--- src/rtl/sync_filter_multi_pkg.sv ---
// -----------------------------------------------------------------------------
// sync_filter_pkg
// Shared constants and helpers for the multi-channel input conditioner.
//   SYNC_MIN_STAGES : smallest legal synchroniser depth
//   GLITCH_CNT_W    : width of the optional rejected-pulse counter
//   cnt_width()     : width of the per-channel stability counter
// -----------------------------------------------------------------------------
package sync_filter_pkg;

  localparam int SYNC_MIN_STAGES = 2;
  localparam int GLITCH_CNT_W    = 16;

  // A filter length of 1 still needs a 1-bit counter so the port and
  // comparison widths stay legal.
  function automatic int cnt_width(input int filt_len);
    int w;
    w = $clog2(filt_len);
    return (w < 1) ? 1 : w;
  endfunction

endpackage

--- src/rtl/sync_filter_multi_ch.sv ---
// -----------------------------------------------------------------------------
// sync_filter_ch
// One channel of the input conditioner: flip-flop synchroniser, stability
// filter and registered rise/fall pulses.
// Optional build macro: SYNC_FILTER_GLITCH_CNT_EN adds the glitch output.
// Ports:
//   clk      : clock
//   rst      : asynchronous active-high reset
//   en       : filter enable (synchroniser always runs)
//   d_async  : raw asynchronous input
//   q        : synchronised, filtered level
//   rise     : one-cycle pulse when q goes 0->1
//   fall     : one-cycle pulse when q goes 1->0
//   edge_nxt : high when q will change on this edge (feeds any_edge)
//   glitch   : (macro only) a partial count is being discarded this edge
// -----------------------------------------------------------------------------
module sync_filter_ch
  import sync_filter_pkg::*;
#(
  parameter int   STAGES   = 3,
  parameter int   FILT_LEN = 4,
  parameter logic RST_VAL  = 1'b0
) (
  input  logic clk,
  input  logic rst,
  input  logic en,
  input  logic d_async,
  output logic q,
  output logic rise,
  output logic fall,
  output logic edge_nxt
`ifdef SYNC_FILTER_GLITCH_CNT_EN
  ,
  output logic glitch
`endif
);

  localparam int             CNT_W   = cnt_width(FILT_LEN);
  localparam logic [CNT_W-1:0] CNT_MAX = CNT_W'(FILT_LEN - 1);

  if (STAGES < SYNC_MIN_STAGES) begin : g_bad_stages
    $error("sync_filter_ch: STAGES must be at least 2");
  end

  logic [STAGES-1:0] r_sync;
  logic [CNT_W-1:0]  r_cnt;
  logic              r_q;
  logic              r_rise;
  logic              r_fall;
  logic              w_synced;
  logic              w_diff;
  logic              w_accept;

  assign w_synced = r_sync[STAGES-1];
  assign w_diff   = (w_synced != r_q);
  assign w_accept = en && w_diff && (r_cnt == CNT_MAX);

  // Synchroniser chain; deliberately not gated by en so metastability
  // settling continues while the filter is frozen.
  always_ff @(posedge clk or posedge rst) begin
    if (rst) begin
      r_sync <= {STAGES{RST_VAL}};
    end else begin
      r_sync <= {r_sync[STAGES-2:0], d_async};
    end
  end

  // Stability filter: q only follows synced after FILT_LEN consecutive
  // enabled edges of disagreement; any agreement discards the partial count.
  always_ff @(posedge clk or posedge rst) begin
    if (rst) begin
      r_cnt  <= '0;
      r_q    <= RST_VAL;
      r_rise <= 1'b0;
      r_fall <= 1'b0;
    end else begin
      r_rise <= 1'b0;
      r_fall <= 1'b0;
      if (en) begin
        if (!w_diff) begin
          r_cnt <= '0;
        end else if (r_cnt != CNT_MAX) begin
          r_cnt <= r_cnt + 1'b1;
        end else begin
          r_q    <= w_synced;
          r_cnt  <= '0;
          r_rise <= w_synced;
          r_fall <= ~w_synced;
        end
      end
    end
  end

  assign q        = r_q;
  assign rise     = r_rise;
  assign fall     = r_fall;
  assign edge_nxt = w_accept;

`ifdef SYNC_FILTER_GLITCH_CNT_EN
  assign glitch = en && !w_diff && (r_cnt != '0);
`endif

endmodule

--- src/rtl/sync_filter_multi.sv ---
// -----------------------------------------------------------------------------
// sync_filter_multi
// Multi-channel input conditioner for asynchronous sensor/control lines.
// Each channel is a sync_filter_ch; this level adds the registered any_edge
// summary and, when SYNC_FILTER_GLITCH_CNT_EN is defined, a saturating
// counter of rejected pulses.
// Ports:
//   clk        : clock
//   rst        : asynchronous active-high reset
//   en         : filter enable
//   d_async    : [N_CH] raw asynchronous inputs
//   q          : [N_CH] filtered levels
//   rise/fall  : [N_CH] one-cycle edge pulses
//   any_edge   : OR of rise|fall, aligned with them
//   glitch_clr : (macro only) synchronous clear of glitch_cnt
//   glitch_cnt : (macro only) [16] saturating rejected-pulse count
// -----------------------------------------------------------------------------
module sync_filter_multi
  import sync_filter_pkg::*;
#(
  parameter int              N_CH     = 16,
  parameter int              STAGES   = 3,
  parameter int              FILT_LEN = 4,
  parameter logic [N_CH-1:0] RST_VAL  = {N_CH{1'b0}}
) (
  input  logic            clk,
  input  logic            rst,
  input  logic            en,
  input  logic [N_CH-1:0] d_async,
  output logic [N_CH-1:0] q,
  output logic [N_CH-1:0] rise,
  output logic [N_CH-1:0] fall,
  output logic            any_edge
`ifdef SYNC_FILTER_GLITCH_CNT_EN
  ,
  input  logic                    glitch_clr,
  output logic [GLITCH_CNT_W-1:0] glitch_cnt
`endif
);

  logic [N_CH-1:0] w_edge_nxt;
  logic            r_any_edge;
`ifdef SYNC_FILTER_GLITCH_CNT_EN
  logic [N_CH-1:0]         w_glitch;
  logic [GLITCH_CNT_W-1:0] r_glitch_cnt;
`endif

  for (genvar i = 0; i < N_CH; i++) begin : g_ch
    sync_filter_ch #(
      .STAGES   (STAGES),
      .FILT_LEN (FILT_LEN),
      .RST_VAL  (RST_VAL[i])
    ) u_ch (
      .clk      (clk),
      .rst      (rst),
      .en       (en),
      .d_async  (d_async[i]),
      .q        (q[i]),
      .rise     (rise[i]),
      .fall     (fall[i]),
      .edge_nxt (w_edge_nxt[i])
`ifdef SYNC_FILTER_GLITCH_CNT_EN
      ,
      .glitch   (w_glitch[i])
`endif
    );
  end

  // any_edge is built from the channels' next-edge flags so it lands in
  // the same cycle as the rise/fall registers it summarises.
  always_ff @(posedge clk or posedge rst) begin
    if (rst) begin
      r_any_edge <= 1'b0;
    end else begin
      r_any_edge <= |w_edge_nxt;
    end
  end

  assign any_edge = r_any_edge;

`ifdef SYNC_FILTER_GLITCH_CNT_EN
  // At most one count per cycle regardless of how many channels rejected
  // a pulse; clear wins over increment and the count saturates.
  always_ff @(posedge clk or posedge rst) begin
    if (rst) begin
      r_glitch_cnt <= '0;
    end else if (glitch_clr) begin
      r_glitch_cnt <= '0;
    end else if ((|w_glitch) && (r_glitch_cnt != {GLITCH_CNT_W{1'b1}})) begin
      r_glitch_cnt <= r_glitch_cnt + 1'b1;
    end
  end

  assign glitch_cnt = r_glitch_cnt;
`endif

endmodule

--- config.mk ---
export PLATFORM = sky130hd
export DESIGN_NAME = sync_filter_multi
export DESIGN_NICKNAME = d
export VERILOG_FILES = /design/src/rtl/sync_filter_multi_pkg.sv /design/src/rtl/sync_filter_multi_ch.sv /design/src/rtl/sync_filter_multi.sv
export SDC_FILE = /design/constraint.sdc
export NUM_CORES = 1
export LEC_CHECK = 0
export BUFFER_PORTS_ARGS = -buffer_cell sky130_fd_sc_hd__buf_2
export CAP_MARGIN = 40
export CORE_ASPECT_RATIO = 0.9
export CORE_MARGIN = 2
export CORE_UTILIZATION = 50
export CTS_BUF_LIST = sky130_fd_sc_hd__clkbuf_4
export CTS_CLUSTER_SIZE = 40
export DETAILED_ROUTE_END_ITERATION = 12
export HOLD_SLACK_MARGIN = 0.05
export PLACE_DENSITY = 0.8
export REMOVE_ABC_BUFFERS = 1
export SYNTH_ARGS = -nofsm -noshare
export SYNTH_HDL_FRONTEND = slang
export SYNTH_SLANG_ARGS = --single-unit
--- constraint.sdc ---
create_clock -name clk -period 7.9 [get_ports clk]
set_clock_uncertainty 0.05 [all_clocks]
set_input_delay 0.79 -clock clk [delete_from_list [all_inputs] [get_ports clk]]
set_output_delay 0.79 -clock clk [all_outputs]
set_load 0.1 [all_outputs]
* Word-level counts from Yosys, hierarchy flattened
Cells that the tools add are included.
** Word-level totals
- Register bits after elaboration :: 129
- Bits of input ports :: 19
- Output and inout port bits :: 49
** Operators by class
- $add $sub $neg :: 16
- Equality and inequality tests :: 48
- Multiplexer cells :: 128
- Bitwise operators :: 32
- Reduce and logical (&&, ||, !) cells :: 49
** Operators by type and width (count)
- $mux W1 :: 96
- $mux W2 :: 32
- $reduce_and A3 Y1 :: 16
- $add A2 B1 Y2 const B :: 16
- $eq A2 B2 Y1 const B :: 16
- $logic_and A1 B1 Y1 :: 32
- $ne A2 B2 Y1 const B :: 16
- $not A1 Y1 :: 32
- $ne A1 B1 Y1 :: 16
- $reduce_or A16 Y1 :: 1

* Depth between registers and ports, before layout
Gate-level depths: netlist of the first run.
- Depth in word-level cells :: 4
- Depth in mapped cells :: 5

* Cells and area by module
Synthesis of the first run repeated with hierarchy kept, for this count alone.
** Unflattened totals
- Cells, all modules :: 359
- Area total of the unflattened synthesis :: 4724.5 sq um
** By module, submodules not included
- sync_filter_ch :: instances 16, cells each 22, area an instance 291.5 sq um, seq. area each 200.2 sq um
- sync_filter_multi :: instances 1, cells each 7, area an instance 60.1 sq um, seq. area each 25.0 sq um

* Least setup slack after synthesis of the first run
OpenSTA, ideal clock, no wires.
- Kind :: register to output
- Start :: reg r_any_edge, in the netlist any_edge
- End :: out any_edge
- Arrival :: 0.883 ns
- Path slack :: 6.177 ns
- Cell stages (with the launch flop) :: 1
- Cell sequence :: dfrtp_1
** RTL lines
- from (decl) :: RTL line sync_filter_multi.sv:42 : logic r_any_edge;
- from (signal assigned) :: RTL line sync_filter_multi.sv:75 : r_any_edge <= |w_edge_nxt;
- to (decl) :: RTL line sync_filter_multi.sv:33 : output logic any_edge
No word-level cell between the ends.

==> results by group, run 1 <==
Timing
  – Worst rel slew slack: 0.398
  – Slew at the pin closest to its max-slew limit: 0.903 ns
  – Final sum of negative setup slack: 0 ns
  – Portion of the clock cycle consumed by the worst path in the final layout: 0.304
  – Tightest hold margin: 0.271 ns
  – Maximum achievable frequency: 417 MHz
  – Shortest period the worst path allows: 2.40 ns
  – Final hold violation count: 0
  – Number of slew-limit violations in the final report: 0
  – Endpoints failing setup: 0
  – RSZ-0062 raised after global routing: false

Status
  – Result of the run: finished clean

Route
  – Pre-Repair DR Iteration Count: 4
  – Wirelength, routed: 7120 um
  – Detailed-route wire length per cell: around 13 um
  – Number of remaining DRC errors: 0
  – Post-detailed-route count of antenna-violating nets: 0
  – Starting DRC count in detailed routing: 96
  – Via/cell ratio: 4.91
  – Routed vias: 2668

Power
  – Maximum vdd ir drop: 229 uV
  – Total design power: 2150 uW
  – Power density over the cells: 394 nW/um^2
  – Leakage Power: ~0.0026 uW
  – Switching power total: 882 uW
  – Relative contribution of sequential cells to total power: 0.427
  – Logic gate share of total power: 0.369
  – Internal power consumption: 1270 uW
  – Net Sw Frac: 0.410
  – Proportion of power drawn by the clock network: 0.204

Global route
  – Grt met2 use: 0.236
  – Global-route track usage on met3: 0.0518
  – GR peak layer: met2
  – Maximum number of pins on one net before global-route repair: 63
  – Global routing usage on met1: 0.193
  – Wire length of the first global-routing pass: 12500 um
  – Via count of the first global-routing pass: 2730
  – Number of antenna violations at the first check in global routing: 0
  – Global routing usage summed across all routing layers: 0.149
  – GRT Residual Overflow: 0

CTS
  – H-tree level count: 4
  – Max Root-Sink Buffers: 2
  – Setup Buffers After CTS: 0
  – Post-CTS Resized: 0
  – Number of sinks driven by the clock tree: about 130
  – Insertion delay to the later sink of the worst-skew pair: 0.47 ns
  – Clock tree from TritonCTS: done
  – Cts bufs inserted: 17
  – Hold-fix buffers, CTS: 0
  – Clock root buffer: sky130_fd_sc_hd__clkbuf_4
  – Clock Pin Slew Worst Setup and Hold Paths: 0.10 ns

Place
  – Detailed placement HPWL: 4830 um
  – Number of I/O port buffers: 67
  – Routability cong.: 0.704
  – Area after detailed placement: 5170 sq um

Logic synthesis
  – Total number of yosys warnings: 0
  – Post-synthesis sequential area ratio: 0.641
  – Proportion of synthesized flip-flops having asynchronous set or reset: 1.00
  – Commonest cells in the netlist: sky130_fd_sc_hd__dfrtp_1, sky130_fd_sc_hd__buf_4, sky130_fd_sc_hd__nor3b_1
  – Syn Std Cell Area: about 5000 sq um
  – Cell taking the most area after synthesis: sky130_fd_sc_hd__dfrtp_1
  – Yosys cell types: 23
  – Primary FF master, synth: sky130_fd_sc_hd__dfrtp_1
  – Number of storage elements in the synthesis netlist: between 100 and 150
  – Number of standard cells after synthesis: 372
  – Average size of a mapped cell: 13.5 sq um
  – Leading cell type by number of instances after synthesis: sky130_fd_sc_hd__dfrtp_1
  – Number of enable-type register cells in the synthesized netlist: 0
  – Top cells by area in the synthesized netlist: sky130_fd_sc_hd__dfrtp_1, sky130_fd_sc_hd__buf_4, sky130_fd_sc_hd__mux2_2
  – Post-synth top area share: 0.641

Setup path
  – Worst Path Class, Setup: input pin to flop
  – Launching element type of the critical path: input pin
  – Data required time of the critical path: 8.26 ns
  – Worst-path maximum fanout: 49
  – Arrival @ worst endpoint: 2.76 ns
  – Category of the worst setup path capture point: flop

Layout
  – Area overhead of the layout relative to synthesis: 8.30%
  – Post-route cell area: 5450 sq um
  – Number of inserted diodes: 0
  – Utilization after layout: 0.560
  – Fraction of layout cells with a size suffix above 1: 0.307
  – Final net count: ~440

Floorplanning
  – Core area: 9740 sq um
  – Placement Rows: 34
  – Die outline area: about 11000 sq um
  – I/O pin total: 68
  – Chip Height: 99.2 um
  – Effective utilization at floorplan: 0.517
  – Die extent in x: 110 um

Worst hold path
  – Path class of the lowest-slack min-delay path: input pin to async pin

Flow run
  – Max Cap Violations: 0
==> state kept, by name (all words and copies together) (netlist names) <==
register,flops
g_ch.u_ch.fall,16
g_ch.u_ch.rise,16
g_ch.u_ch.q,16
g_ch.u_ch.r_sync,48
any_edge,1
g_ch.u_ch.r_cnt,32
==> per-stage QoR <==
step	std cells	worst slack, ns
2_1_floorplan	318	3.62
6_report	543	5.50
5_1_grt	543	5.34
3_3_place_gp	512	5.10
4_1_cts	543	5.54
3_5_place_dp	513	5.02
==> critical path: stages <==
cell	delay [ns]
sky130_fd_sc_hd__buf_2	0.67
sky130_fd_sc_hd__clkinv_1	0.76
sky130_fd_sc_hd__nor3_1	0.34
sky130_fd_sc_hd__a22o_1	0.16
==> cell type report <==
| class | instances | area (sq um) |
|---|---|---|
| Clock buffer | 22 | 165 |
| Clock inverter | 8 | 114 |
| Fill cell | 837 | 4290 |
| Inverter | 17 | 66.3 |
| Multi-Input combinational cell | 172 | 1350 |
| Sequential cell | 129 | 3230 |
| Tap cell | 126 | 158 |
| Timing Repair Buffer | 69 | 370 |
==> cell usage in the layout (no fill, tap or decap), drive strengths merged <==
master | netlist | final
dfrtp | 129 | 129
buf | 53 | 69
nor3b | 32 | 32
mux2 | 31 | 31
nand2 | 31 | 31
clkbuf | 1 | 22
nor3 | 16 | 16
ha | 16 | 16
inv | 16 | 16
xnor2 | 15 | 15
o2bb2ai | 15 | 15
o22ai | 7 | 7
clkinv | 1 | 5
bufinv | 0 | 3
xor2 | 1 | 1
a22o | 1 | 1
nor4 | 1 | 1
nor2b | 1 | 1
a211oi | 1 | 1
nor2 | 1 | 1
a31oi | 1 | 1
nand3 | 1 | 1
o21ai | 1 | 1
clkinvlp | 0 | 1
==> power groups by stage <==
stage	clock network, uW	registers, uW	logic [uW]
floorplan	0	1260	309
global placement	0	918	770
detailed placement	0	929	796
CTS	454	918	800
global route	484	942	859
finish	438	917	793
==> layer usage <==
layer,share of wire,up-vias
met4,0.012,0
met2,0.49,66
met1,0.45,1299
met3,0.052,11
met5,0,-
li1,-,1292
==> final timing paths <==
check | from | end | slack [ns] | cells after the start
max in group asynchronous | rst | g_ch[14].u_ch.r_sync[0] | 6.44 | 4
min in group clk | g_ch[4].u_ch.r_sync[1] | g_ch[4].u_ch.r_sync[2] | 0.30 | 0
worst min-delay path | rst | g_ch[15].u_ch.rise | 0.27 | 2
worst max-delay path | en | g_ch[11].u_ch.r_cnt[0] | 5.50 | 4
worst min register to register | g_ch[4].u_ch.r_sync[1] | g_ch[4].u_ch.r_sync[2] | 0.30 | 0
worst max register to register | g_ch[14].u_ch.q | any_edge | 6.32 | 4
==> logic make-up (layout without fill, tap and decap cells) <==
logic type                 Yosys count  count (layout)  share of synthesized area
DFF                                129             129                      0.641
and+or+nand+nor                     83              83                     0.0910
buffers and inverters               71             116                     0.0905
muxes                               31              31                     0.0694
AOI/OAI and AO/OA                   26              26                     0.0403
adders and majority gates           16              16                     0.0398
xor gates and xnor gates            16              16                     0.0278
Note: power is estimated with default switching activity, not from simulation.
==> run 2: changes to the inputs <==
--- a/config.mk
+++ b/config.mk
@@ -5,6 +5,7 @@
 export SDC_FILE = /design/constraint.sdc
 export NUM_CORES = 1
 export LEC_CHECK = 0
+export ABC_AREA = 1
 export BUFFER_PORTS_ARGS = -buffer_cell sky130_fd_sc_hd__buf_2
 export CAP_MARGIN = 40
 export CORE_ASPECT_RATIO = 0.9
@@ -14,7 +15,7 @@
 export CTS_CLUSTER_SIZE = 40
 export DETAILED_ROUTE_END_ITERATION = 12
 export HOLD_SLACK_MARGIN = 0.05
-export PLACE_DENSITY = 0.8
+export PLACE_DENSITY = 0.82
 export REMOVE_ABC_BUFFERS = 1
 export SYNTH_ARGS = -nofsm -noshare
 export SYNTH_HDL_FRONTEND = slang
==> constraint.sdc (replaced) <==
create_clock -name clk -period 2.1 [get_ports clk]
set_clock_uncertainty 0.05 [all_clocks]
set_input_delay 0.21 -clock clk [delete_from_list [all_inputs] [get_ports clk]]
set_output_delay 0.21 -clock clk [all_outputs]
set_load 0.1 [all_outputs]
==> run 2 against run 1 <==
Net effect:
- area after synthesis up 4.0%
- synthesized cell count up 34%
- cell count rose by 27%
- setup slack worse by 5.0 ns
- clock power grew to 4.3 times the previous value
- sequential power increased to 3.6 times the previous value
- global-route usage is 1.6 points higher
- clock-buffer cell count down 5
- via count up 22%
- critical path type is now flop to primary output
- largest power group unchanged
==> results by group, run 2 <==
Floorplanning
  – Die outline area: 11300 sq um
  – Placement Rows: 35
  – Core area: 10200 sq um
  – Chip Height: around 100 um
  – Effective utilization at floorplan: 0.513
  – Die extent in x: 112 um
  – I/O pin total: 68

Logic synthesis
  – Total number of yosys warnings: 0
  – Yosys cell types: 22
  – Leading cell type by number of instances after synthesis: sky130_fd_sc_hd__dfrtp_1
  – Number of storage elements in the synthesis netlist: 129
  – Post-synthesis sequential area ratio: 0.617
  – Cell taking the most area after synthesis: sky130_fd_sc_hd__dfrtp_1
  – Proportion of synthesized flip-flops having asynchronous set or reset: 1.00
  – Syn Std Cell Area: 5230 sq um
  – Commonest cells in the netlist: sky130_fd_sc_hd__dfrtp_1, sky130_fd_sc_hd__nand2_1, sky130_fd_sc_hd__inv_1
  – Average size of a mapped cell: 10.5 sq um
  – Top cells by area in the synthesized netlist: sky130_fd_sc_hd__dfrtp_1, sky130_fd_sc_hd__nand2_1, sky130_fd_sc_hd__buf_4
  – Post-synth top area share: 0.617
  – Number of enable-type register cells in the synthesized netlist: 0
  – Primary FF master, synth: sky130_fd_sc_hd__dfrtp_1
  – Number of standard cells after synthesis: 498

Power
  – Power density over the cells: 1360 nW/um^2
  – Switching power total: around 3400 uW
  – Leakage Power: 0.00339 uW
  – Net Sw Frac: 0.425
  – Relative contribution of sequential cells to total power: 0.421
  – Logic gate share of total power: 0.340
  – Proportion of power drawn by the clock network: 0.239
  – Internal power consumption: 4570 uW
  – Maximum vdd ir drop: roughly 610 uV

Layout
  – Final net count: 583
  – Top reg by flops: g_ch.u_ch.r_sync
  – Commonest non-fill, non-tap cell in the layout: sky130_fd_sc_hd__dfrtp_1
  – Fraction of layout cells with a size suffix above 1: 0.212
  – Area overhead of the layout relative to synthesis: 12.0%
  – Number of inserted diodes: 0
  – Non-filler cells in the finished layout: 690
  – Fill cell instance count of the final layout: 857
  – Leading registers by flop count: g_ch.u_ch.r_sync: 48 flops, g_ch.u_ch.r_cnt: 32 flops
  – Most used cells in the layout excluding fill and tap cells: sky130_fd_sc_hd__dfrtp_1, sky130_fd_sc_hd__nand2_1, sky130_fd_sc_hd__inv_1
  – Flip-flop count of the largest register after layout: 48

Timing
  – Number of slew-limit violations in the final report: 0
  – Slew at the pin closest to its max-slew limit: between 0.6 and 0.7 ns
  – Shortest period the worst path allows: approximately 1.6 ns
  – Maximum achievable frequency: 615 MHz
  – Portion of the clock cycle consumed by the worst path in the final layout: 0.775
  – RSZ-0062 raised after global routing: false
  – Worst Setup Slack, final: ~0.47 ns
  – Final hold violation count: 0
  – Final sum of negative setup slack: 0 ns
  – Tightest hold margin: approximately 0.11 ns
  – Endpoints failing setup: 0
  – Worst rel slew slack: 0.563

Setup path
  – Cell breakdown of the critical path: buf_2
  – Data required time of the critical path: 1.84 ns
  – Buf/Inv on CP: 1
  – Reg-to-reg startpoint: g_ch[5].u_ch.r_cnt[0]
  – Category of the worst setup path capture point: primary output
  – Launching element type of the critical path: flop
  – FF-to-FF path depth: 9
  – Crit path max-delay family: buffers and inverters
  – FF-to-FF setup slack: 0.59 ns
  – Largest stage delay, worst path: 0.47 ns
  – Worst Path Class, Setup: flop to primary output
  – Worst-path maximum fanout: 4
  – Arrival @ worst endpoint: ~1.4 ns
  – Critical-path cell with the highest stage delay: sky130_fd_sc_hd__buf_2
  – Reg2reg end: any_edge

CTS
  – Clock tree from TritonCTS: done
  – Max Root-Sink Buffers: 2
  – Cts bufs inserted: 17
  – Insertion delay to the later sink of the worst-skew pair: 0.49 ns
  – Setup Buffers After CTS: 0
  – Number of sinks driven by the clock tree: 129
  – Post-CTS Resized: 0
  – Clock Pin Slew Worst Setup and Hold Paths: 0.11 ns
  – H-tree level count: 4
  – Clock root buffer: sky130_fd_sc_hd__clkbuf_4
  – Hold-fix buffers, CTS: 17

Worst hold path
  – Worst hold start: en
  – Path class of the lowest-slack min-delay path: input pin to flop
  – Cell depth of the worst hold path: 3
  – Endpoint of the worst hold path: g_ch[10].u_ch.r_cnt[0]

Flow run
  – Max Cap Violations: 0

Place
  – Cell count after placement: 641
  – Number of I/O port buffers: 67
  – Routability cong.: 0.764
  – Detailed placement HPWL: 5760 um
  – Setup slack after placement: roughly 0.58 ns

Route
  – Starting DRC count in detailed routing: 128
  – Routed vias: 3265
  – Pre-Repair DR Iteration Count: 4
  – Post-detailed-route count of antenna-violating nets: 0
  – Wirelength, routed: 8400 um
  – Detailed-route wire length per cell: 12.2 um
  – Number of remaining DRC errors: 0
  – Via/cell ratio: ~4.7

Global route
  – Global routing usage on met1: 0.195
  – GR peak layer: met2
  – Via count of the first global-routing pass: 3269
  – Global routing usage summed across all routing layers: 0.165
  – Grt met2 use: 0.279
  – GRT Residual Overflow: 0
  – Maximum number of pins on one net before global-route repair: 47
  – Number of antenna violations at the first check in global routing: 0
  – Global-route track usage on met3: 0.0589
  – Wire length of the first global-routing pass: 14600 um

Status
  – Result of the run: finished clean
-- run 2: cell count changes after synthesis, sizes merged, moves of 15 or more --
cell / previous run / this run
nand2: 31 / 125
nor2: 1 / 33
nor3b: 32 / 0
mux2: 31 / 0
inv: 16 / 72
o2bb2ai: 15 / 0
nand3: 1 / 19
xnor2: 15 / 0
-- run 2: power groups by stage --
stage,logic [uW],registers [uW],clock network (uW)
6_report,2700,3340,1900
5_1_grt,2950,3410,2070
4_1_cts,2730,3350,1970
3_5_place_dp,2680,3390,0
3_3_place_gp,2560,3350,0
2_1_floorplan,952,4560,0
-- run 2: worst max-delay path by stage --
stage,endpoint,start,depth (start not counted)
detailed placement,any_edge,en,10
floorplan,any_edge,rst,1
global route,q[5],g_ch[5].u_ch.q,1
finish,q[10],g_ch[10].u_ch.q,1
global placement,any_edge,en,10
CTS,q[10],g_ch[10].u_ch.q,1
-- run 2: kinds of logic after synthesis --
family | synth area share
adder cells (fa/ha/maj) | 0.0382
flip-flops | 0.617
AND/OR/NAND/NOR | 0.166
AO/OA/AOI/OAI | 0.0435
buffers and inverters | 0.135
-- run 2: routing by layer --
| metal | part of all wire | wire length [um] | up-vias |
|---|---|---|---|
| met2 | 0.51 | 4310 | 73 |
| li1 | - | - | 1598 |
| met1 | 0.42 | 3550 | 1581 |
| met4 | 0.015 | 130 | 0 |
| met3 | 0.048 | 401 | 13 |
| met5 | 0 | 0 | - |
-- run 2: worst register-to-register path, delay by kind of cell, from the launching register on --
family        cells  cell delay [ns]
fa+ha+maj         1             0.25
buf+inv           2             0.09
flops             1             0.44
simple gates      6             0.57
-- run 2: through the flow --
step / util / instance area [sq um] / power (uW)
3_3_place_gp: 0.525 / 5360 / 5910
3_5_place_dp: 0.525 / 5360 / 6070
5_1_grt: 0.574 / 5860 / 8430
2_1_floorplan: - / 4800 / 5510
4_1_cts: 0.574 / 5860 / 8040
6_report: 0.574 / 5860 / 7940
-- run 2: area by class of cell --
class                   count  area [sq um]  share of cell area
flip-flops and latches    129          3230               0.551
multi-input cells         241          1300               0.221
repair buffers             87           566              0.0965
inverters                  72           273              0.0465
clock inverters            15           208              0.0354
well taps                 129           161              0.0275
clock buffers              17           128              0.0218
==> run 3: changes to the inputs <==
==> constraint.sdc (replaced) <==
create_clock -name clk -period 1.4 [get_ports clk]
set_clock_uncertainty 0.05 [all_clocks]
set_input_delay 0.14 -clock clk [delete_from_list [all_inputs] [get_ports clk]]
set_output_delay 0.14 -clock clk [all_outputs]
set_load 0.1 [all_outputs]
==> run 3 against run 2 <==
Net effect:
- setup slack got worse by 0.42 ns
- combinational power up 89%
- first-iteration DRC count up 2.3%
- hold slack improved by 0.10 ns
- die area stayed put
- sequential power rose by 52%
- critical path type unchanged
- largest cell class unchanged
==> results by group, run 3 (synthesis results as in run 2) <==
Global route
  – Global-route track usage on met3: 0.0595
  – GRT Residual Overflow: 0
  – Grt met2 use: 0.280
  – Global routing usage on met1: 0.193
  – Wire length of the first global-routing pass: around 15000 um
  – GR peak layer: met2
  – Global routing usage summed across all routing layers: 0.166
  – Number of antenna violations at the first check in global routing: 0
  – Via count of the first global-routing pass: 3375
  – Maximum number of pins on one net before global-route repair: 84

Layout
  – Area overhead of the layout relative to synthesis: 22.8%
  – Flip-flop count of the largest register after layout: 48
  – Multi-input logic area: 1360 sq um
  – Leading registers by flop count: g_ch.u_ch.r_sync: 48 flops, g_ch.u_ch.r_cnt: 32 flops
  – Storage cell area: 3230 sq um
  – Post-route cell area: 6430 sq um
  – Final net count: between 600 and 700
  – Utilization after layout: 0.630
  – Most used cells in the layout excluding fill and tap cells: sky130_fd_sc_hd__dfrtp_1, sky130_fd_sc_hd__nand2_1, sky130_fd_sc_hd__inv_1
  – Top reg by flops: g_ch.u_ch.r_sync
  – Number of inserted diodes: 0
  – Fraction of layout cells with a size suffix above 1: 0.289
  – Fill cell instance count of the final layout: approximately 770
  – Commonest non-fill, non-tap cell in the layout: sky130_fd_sc_hd__dfrtp_1

Place
  – Detailed placement HPWL: between 5000 and 6000 um
  – Area after detailed placement: around 5500 sq um
  – Routability cong.: around 0.75
  – Number of I/O port buffers: 67

Power
  – Maximum vdd ir drop: 1070 uV
  – Leakage Power: between 0.003 and 0.004 uW
  – Power density over the cells: 1960 nW/um^2

Setup path
  – Cell breakdown of the critical path: buf_12
  – Critical-path cell with the highest stage delay: sky130_fd_sc_hd__dfrtp_1
  – Worst-path maximum fanout: 4
  – Launching element type of the critical path: flop
  – Arrival @ worst endpoint: 1.16 ns
  – Crit path max-delay family: flip-flops
  – FF-to-FF setup slack: 0.08 ns
  – FF-to-FF path depth: 9
  – Reg-to-reg startpoint: g_ch[2].u_ch.r_cnt[1]
  – Category of the worst setup path capture point: primary output
  – Largest stage delay, worst path: 0.44 ns
  – Number of stages on the worst setup path: 1
  – Data required time of the critical path: 1.21 ns
  – Worst Path Class, Setup: flop to primary output
  – Reg2reg end: any_edge
  – CP Launch Point: g_ch[10].u_ch.q
  – Buf/Inv on CP: 1

Timing
  – Worst rel slew slack: 0.631
  – Endpoints failing setup: 0
  – Slew at the pin closest to its max-slew limit: between 0.5 and 0.6 ns
  – Portion of the clock cycle consumed by the worst path in the final layout: 0.963
  – Number of slew-limit violations in the final report: 0
  – Maximum achievable frequency: 742 MHz
  – RSZ-0062 raised after global routing: true
  – Final hold violation count: 0
  – Shortest period the worst path allows: 1.35 ns

CTS
  – Insertion delay to the later sink of the worst-skew pair: 0.51 ns
  – Number of sinks driven by the clock tree: 129
  – Clock Pin Slew Worst Setup and Hold Paths: 0.12 ns
  – H-tree level count: 4
  – Clock root buffer: sky130_fd_sc_hd__clkbuf_4
  – Cts bufs inserted: 17
  – Max Root-Sink Buffers: 2
  – Clock tree from TritonCTS: done

Floorplanning
  – Effective utilization at floorplan: 0.513
  – Core area: 10200 sq um
  – Die extent in x: 112 um
  – Chip Height: 101 um
  – I/O pin total: between 60 and 70
  – Die outline area: approximately 11000 sq um
  – Placement Rows: 35

Route
  – Pre-Repair DR Iteration Count: 5
  – Routed vias: 3369
  – Number of remaining DRC errors: 0
  – Starting DRC count in detailed routing: between 100 and 150
  – Via/cell ratio: 4.72
  – Post-detailed-route count of antenna-violating nets: 0
  – Detailed-route wire length per cell: 12.4 um
  – Wirelength, routed: 8880 um

Flow run
  – Max Cap Violations: 0

Worst hold path
  – Path class of the lowest-slack min-delay path: input pin to async pin

Status
  – Result of the run: finished clean
## run 3: changes by cell type in the layout (fill, tap and decap cells not counted), sizes merged
cell	before	now
clkbuf	17	18
inv	76	72
buf	70	93
dlygate4sd3	17	18
clkinvlp	3	8
bufinv	4	2
## run 3: layer usage
layer | routed length, um | up-vias
met5 | 0 | -
met4 | 221 | 0
met3 | 448 | 23
met2 | 4600 | 71
met1 | 3610 | 1627
li1 | - | 1648
## run 3: worst register-to-register path: stages, from the launching register on
cell and delay (ns):
sky130_fd_sc_hd__dfrtp_1 0.42, sky130_fd_sc_hd__ha_2 0.20, sky130_fd_sc_hd__nand2_2 0.06, sky130_fd_sc_hd__inv_1 0.04
sky130_fd_sc_hd__nand2_2 0.11, sky130_fd_sc_hd__nand2_2 0.07, sky130_fd_sc_hd__inv_1 0.05, sky130_fd_sc_hd__nand2_1 0.05
sky130_fd_sc_hd__nor2_2 0.12, sky130_fd_sc_hd__nand2_1 0.05
## run 3: metrics by stage
stage | power [uW] | setup TNS [ns] | setup WS (ns) | hold slack, ns | std cells
final | 12600 | 0 | 0.0518 | 0.210 | 714
after global routing | 13400 | -0.192 | -0.0416 | 0.165 | 714
after CTS | 12200 | 0 | 0.00260 | 0.168 | 706
after detailed placement | 9170 | -0.0274 | -0.0274 | 0.199 | 652
after global placement | 8930 | -0.0172 | -0.0172 | 0.198 | 652
after floorplan | 8270 | -298.38 | -2.23 | 0.121 | 442
## run 3: timing repair
action,in CTS,in global routing
gates resized for setup,76,61
buffers inserted,4,8
hold endpoints to repair,168,0
setup endpoints to repair,50,32
pin swaps,0,6
hold buffers,18,0
## run 3: worst max-delay path by stage
stage                          end  slack [ns]
after floorplan           any_edge       -2.23
after global placement    any_edge       -0.02
after detailed placement  any_edge       -0.03
after CTS                    q[11]       0.003
after global routing          q[0]       -0.04
final                        q[10]        0.05
## run 3: layout make-up
| class | count | area share |
|---|---|---|
| repair buffers | 111 | 0.175 |
| clock buffers | 18 | 0.0210 |
| multi-input cells | 241 | 0.211 |
| inverters | 72 | 0.0424 |
| well taps | 129 | 0.0251 |
| clock inverters | 14 | 0.0222 |
| flip-flops and latches | 129 | 0.503 |
## run 3: power by group
part	switching (uW)	internal, uW	total (uW)
sequential	622	4470	5090
clock	1350	1060	2410
combinational	3240	1860	5100
